[config.mk]
export PLATFORM = sky130hd
export DESIGN_NAME = disp_bcd_controller
export DESIGN_NICKNAME = d
export VERILOG_FILES = /design/src/rtl/disp_pkg.sv /design/src/rtl/bcd_to_seven_seg.sv /design/src/rtl/disp_bcd_controller.sv
export SDC_FILE = /design/constraint.sdc
export NUM_CORES = 1
export LEC_CHECK = 0
export CORE_MARGIN = 2
export CORE_UTILIZATION = 50
export CTS_CLUSTER_DIAMETER = 100
export CTS_CLUSTER_SIZE = 40
export DETAILED_ROUTE_END_ITERATION = 6
export PLACE_DENSITY = 0.84
export SYNTH_ARGS = -nofsm -noshare
export SYNTH_HDL_FRONTEND = slang
export SYNTH_SLANG_ARGS = --single-unit
[constraint.sdc]
create_clock -name Clock -period 2.3 [get_ports Clock]
set_clock_uncertainty 0.1 [all_clocks]
set_input_delay 0.46 -clock Clock [delete_from_list [all_inputs] [get_ports Clock]]
set_output_delay 0.46 -clock Clock [all_outputs]
set_load 0.02 [all_outputs]
[src/rtl/disp_pkg.sv]
// rtl/disp_pkg.sv - shared types, sizes and segment codes for the BCD display path
package disp_pkg;

   typedef enum logic [1:0] {
      IDLE  = 2'd0,
      SHIFT = 2'd1,
      LATCH = 2'd2
   } state_t;

   localparam int DATA_W = 16;
   localparam int DIGITS = 5;
   localparam int SR_W   = 4 * DIGITS + DATA_W;

   // Active-low, bit order g..a
   localparam logic [6:0] SEG_BLANK = 7'b1111111;
   localparam logic [6:0] SEG_0     = 7'b1000000;
   localparam logic [6:0] SEG_1     = 7'b1111001;
   localparam logic [6:0] SEG_2     = 7'b0100100;
   localparam logic [6:0] SEG_3     = 7'b0110000;
   localparam logic [6:0] SEG_4     = 7'b0011001;
   localparam logic [6:0] SEG_5     = 7'b0010010;
   localparam logic [6:0] SEG_6     = 7'b0000010;
   localparam logic [6:0] SEG_7     = 7'b1111000;
   localparam logic [6:0] SEG_8     = 7'b0000000;
   localparam logic [6:0] SEG_9     = 7'b0010000;

   function automatic logic [6:0] seg_of(input logic [3:0] d);
      case (d)
         4'd0:    return SEG_0;
         4'd1:    return SEG_1;
         4'd2:    return SEG_2;
         4'd3:    return SEG_3;
         4'd4:    return SEG_4;
         4'd5:    return SEG_5;
         4'd6:    return SEG_6;
         4'd7:    return SEG_7;
         4'd8:    return SEG_8;
         4'd9:    return SEG_9;
         default: return SEG_BLANK;
      endcase
   endfunction

endpackage

[src/rtl/bcd_to_seven_seg.sv]
// rtl/bcd_to_seven_seg.sv - combinational BCD digit to active-low seven-segment decoder
module bcd_to_seven_seg
   import disp_pkg::*;
(
   input  logic [3:0] digit,
   input  logic       blank,
   output logic [6:0] seg
);

   always_comb begin
      seg = blank ? SEG_BLANK : seg_of(digit);
   end

endmodule

[src/rtl/disp_bcd_controller.sv]
// rtl/disp_bcd_controller.sv - captures a result, converts it by double-dabble, drives HEX0..HEX4
// Optional: DISP_LEADING_ZERO_BLANK_EN blanks digits above the most significant non-zero digit.
module disp_bcd_controller
   import disp_pkg::*;
(
   input  logic              Clock,
   input  logic              Reset,
   input  logic [DATA_W-1:0] PROC_in,
   input  logic              PROC_done,
   output logic              DISP_busy,
   output logic              DISP_update,
   output logic [6:0]        DISP_out_HEX0,
   output logic [6:0]        DISP_out_HEX1,
   output logic [6:0]        DISP_out_HEX2,
   output logic [6:0]        DISP_out_HEX3,
   output logic [6:0]        DISP_out_HEX4
);

   state_t            state, state_next;
   logic [SR_W-1:0]   sr, sr_adj;
   logic [4:0]        cnt;
   logic [3:0]        digit [DIGITS];
   logic              blank;
   logic              update;
   logic [DIGITS-1:0] digit_blank;
   logic [6:0]        hex [DIGITS];

   always_ff @(posedge Clock) begin
      if (Reset) state <= IDLE;
      else       state <= state_next;
   end

   always_comb begin
      state_next = state;
      case (state)
         IDLE:    if (PROC_done) state_next = SHIFT;
         SHIFT:   if (cnt == 5'(DATA_W - 1)) state_next = LATCH;
         LATCH:   state_next = IDLE;
         default: state_next = IDLE;
      endcase
   end

   always_comb begin
      DISP_busy   = (state != IDLE);
      DISP_update = update;
   end

   // Add-3 correction is confined to each nibble; no carry crosses digit boundaries
   always_comb begin
      sr_adj = sr;
      for (int i = 0; i < DIGITS; i++) begin
         if (sr[DATA_W + 4*i +: 4] >= 4'd5)
            sr_adj[DATA_W + 4*i +: 4] = sr[DATA_W + 4*i +: 4] + 4'd3;
      end
   end

   always_ff @(posedge Clock) begin
      if (Reset) begin
         sr     <= '0;
         cnt    <= '0;
         blank  <= 1'b1;
         update <= 1'b0;
         for (int i = 0; i < DIGITS; i++) digit[i] <= 4'hF;
      end else begin
         update <= 1'b0;
         case (state)
            IDLE: begin
               if (PROC_done) begin
                  sr  <= {{(4*DIGITS){1'b0}}, PROC_in};
                  cnt <= '0;
               end
            end
            SHIFT: begin
               sr  <= sr_adj << 1;
               cnt <= cnt + 5'd1;
            end
            LATCH: begin
               for (int i = 0; i < DIGITS; i++) digit[i] <= sr[DATA_W + 4*i +: 4];
               blank  <= 1'b0;
               update <= 1'b1;
            end
            default: ;
         endcase
      end
   end

`ifdef DISP_LEADING_ZERO_BLANK_EN
   logic lead;

   // Mask derives from the committed digits, so it changes only when digits are latched
   always_comb begin
      lead        = 1'b1;
      digit_blank = {DIGITS{blank}};
      for (int k = DIGITS - 1; k >= 1; k--) begin
         lead           = lead & (digit[k] == 4'd0);
         digit_blank[k] = blank | lead;
      end
   end
`else
   always_comb begin
      digit_blank = {DIGITS{blank}};
   end
`endif

   for (genvar k = 0; k < DIGITS; k++) begin : g_seg
      bcd_to_seven_seg u_seg (
         .digit (digit[k]),
         .blank (digit_blank[k]),
         .seg   (hex[k])
      );
   end

   assign DISP_out_HEX0 = hex[0];
   assign DISP_out_HEX1 = hex[1];
   assign DISP_out_HEX2 = hex[2];
   assign DISP_out_HEX3 = hex[3];
   assign DISP_out_HEX4 = hex[4];

endmodule

==> metrics.md <==
| Metric | Value |
|---|---|
| Max-slew violation count | 0 |
| H-tree Lvls | 3 |
| PwrDens | roughly 450 nW/um^2 |
| EDFF count, synth | 20 |
| Setup slack after layout | 0.0575 ns |
| Drt drc | 0 |
| GP Congestion | approximately 0.8 |
| Count leader, synth | nor2_1 |
| CTS tree | done |
| Num CTS Buffers | 9 |
| Die area | 8760 sq um |
| Most frequent CP cell | buf_6 |
| Synthesized cell area | ~4000 sq um |
| R2R cell count | 4 |
| Worst path top cell family by delay | flip-flops |
| Vias in the first global route | 3425 |
| Reg power frac | 0.541 |
| Reg2reg start | state[0] |
| Fmax | 0.446 GHz |
| Avg WL per Cell | 13.2 um |
| Gr usage total | 0.209 |
| Cell Chain, Critical Path | buf_6 > ha_4 > o21a_1 > o22ai_1 > nand2_1 > buf_6 |
| Initial DRC count | 164 |
| Overall Power | about 2.3 mW |
| Worst Hold Class | register to register |
| Sw power | 552 uW |
| CP Buf/Inv Count | 2 |
| Asr flop ratio synth | 0 |
| Chip width | 93.6 um |
| Max Cap Violations | 0 |
| Tcrit/Tclk final | 0.975 |
| RSZ-0062 raised after global routing | true |
| Net Sw Frac | 0.245 |
| Synth unique cells | 33 |
| Post-synthesis register bit count | 65 |
| Peak VDD IR | 0.327 mV |
| WS Path Type | register to output port |
| Hold_buf cts | 0 |
| Via density | 5.34 |
| Most instantiated cells after synthesis | nor2_1 (65), a21oi_1 (48), dfxtp_1 (45), o21ai_0 (39), ha_1 (37) |
| First-pass GRT wire length | 14900 um |
| Startpoint types | register |
| Hold path endpoint | cnt[4] |
| CTS Root Cell | clkbuf_8 |
| Top-area cell type share of the netlist area | 0.224 |
| Top cells by area, synth | dfxtp_1 (22%), edfxtp_1 (15%), ha_1 (12%), nor2_1 (6.1%), a21oi_1 (6.0%) |
| Slew headroom | 0.389 |
| Worst skew pair latency | 0.34 ns |
| CTS clock-pin slew for the worst setup and hold paths | 0.07 ns |
| Dpl hpwl | 5830 um |
| Tmin final | between 2 and 2.5 ns |
| Gate power share | 0.087 |
| Post-Syn Instances | 494 |
| Most used DFF post-synth | dfxtp_1 |
| Synth area leader | dfxtp_1 |
| Clock power frac | 0.372 |
| CORE AREA | 7770 sq um |
| Worst Min Path Start | cnt[4] |
| Final ANT Viol Nets | 0 |
| Initial antenna violation count | 0 |
| Worst Path Arrival | 1.68 ns |
| Critical path peak fanout | 4 |
| Flop-to-flop setup slack | 0.47 ns |
| Fin. Hold Viols | 0 |
| Syn Nets | 550 |
| Cell depth of the worst min-delay path | 2 |
| Status | finished clean |
| # diodes | 0 |
| Largest net degree at the start of global routing | 34 |
| Post-synthesis sequential area ratio | 0.374 |
| Layout cells sized above 1 | 0.188 |
| FP Rows | 32 |
| Yosys warns | 0 |
| Maximum root-to-sink buffer count | 2 |
| Routed WL | ~9000 um |
| Via count | 3641 |
| Crit path largest cell delay | 0.46 ns |
| Drt pass-1 iters | 4 |
| Avg Cell Area, Syn | ~8.1 sq um |
| IO Count | 56 |
| # port buffers | 55 |
| Worst endpoint required time | between 1.5 and 2 ns |
| Hold Worst Slack | 0.389 ns |
| P_leak | 1.94 nW |
| Clock sink count | 65 |
| Worst setup EP type | output port |
| Worst Max-Slew Pin Slew | 0.913 ns |
| Final setup viols | 0 |
| R2R Path End | sr[33] |
| DIE HEIGHT | 93.6 um |
| NumNets Final | 631 |
| DP Worst Slack | -0.0180 ns |
| Total grt overflow | 0 |
| CP max stage cell | edfxtp_1 |
| Int Pwr | 1.71 mW |
| Synthesis-to-layout area growth | 24.6% |
| Initial Utilization | 0.517 |
## repair_timing
action / 4_1_cts / 5_1_grt
endpoints found under the hold margin: 0 / 0
resized for setup: 88 / 69
endpoints found under the setup margin: 35 / 33
pin swaps: 0 / 5
setup buffers: 19 / 10
## routing by layer
metal	track usage	up-vias	routed length [um]
met5	0	-	0
met1	0.235	1704	3730
li1	-	1839	-
met4	0.100	0	182
met2	0.385	82	4700
met3	0.0314	16	379
## per-stage QoR
stage               cell area [sq um]  utilization  instances  TNS, ns
floorplan                        4010            -        494        0
global placement                 4710        0.607        637        0
detailed placement               4710        0.607        637  -0.0203
CTS                              4990        0.642        672   -0.112
global route                     5000        0.644        682   -0.135
finish                           5000        0.644        682        0
## registers in the layout, indices dropped and copies added (netlist names)
| register | count |
|---|---|
| DISP_update | 1 |
| blank | 1 |
| cnt | 5 |
| digit | 20 |
| sr | 36 |
| state | 2 |
## power groups by stage
| stage | registers, mW | clock network (mW) | logic [mW] |
|---|---|---|---|
| after floorplan | 1.24 | 0 | 0.125 |
| after global placement | 1.25 | 0 | 0.191 |
| after detailed placement | 1.25 | 0 | 0.197 |
| after CTS | 1.22 | 0.857 | 0.198 |
| after global routing | 1.22 | 0.906 | 0.220 |
| final | 1.22 | 0.840 | 0.196 |
## tightest hold or removal path, delay by kind of cell, from the launching register on
family,cells,cell delay [ns]
flops,1,0.33
simple gates,1,0.07
compound gates,1,0.06
## cells by family (layout without fill, tap and decap cells)
logic type | count (synthesis) | count (layout) | share of synthesized area
flops | 65 | 65 | 0.374
mux | 8 | 8 | 0.0200
fa+ha+maj | 37 | 37 | 0.115
xor+xnor | 9 | 9 | 0.0196
buf+inv | 57 | 143 | 0.0564
simple gates | 197 | 197 | 0.239
compound gates | 121 | 121 | 0.175
## area by class of cell
cell class | instances | area [sq um]
flip-flops and latches | 65 | 1500
inverters | 27 | 101
multi-input cells | 372 | 2330
clock inverters | 6 | 33.8
fillers | 640 | 2770
clock buffers | 10 | 138
well taps | 102 | 128
repair buffers | 100 | 769
## placed cells by master, fill, tap and decap left out, types with 6 or more instances in the layout
cell,n
dfxtp_1,45
nand2_1,32
nor2_1,65
a21oi_1,47
a22o_1,14
or3_1,11
clkdlybuf4s50_1,20
buf_4,41
nand2b_1,27
o21ai_0,35
edfxtp_1,20
buf_2,15
ha_1,33
nor3_1,21
nand3_1,7
clkbuf_8,10
inv_2,6
clkbuf_2,15
nor2b_1,20
mux2i_1,8
inv_1,21
## worst max-delay path by stage
| stage | from | endpoint | cells after the start |
|---|---|---|---|
| global placement | digit[0][12] | DISP_out_HEX3[3] | 5 |
| global route | digit[0][5] | DISP_out_HEX1[2] | 5 |
| detailed placement | digit[0][12] | DISP_out_HEX3[3] | 5 |
| floorplan | digit[0][8] | DISP_out_HEX2[2] | 4 |
| CTS | digit[0][1] | DISP_out_HEX0[5] | 7 |
| finish | digit[0][16] | DISP_out_HEX4[0] | 6 |
Power figures use the tool's default switching activity.
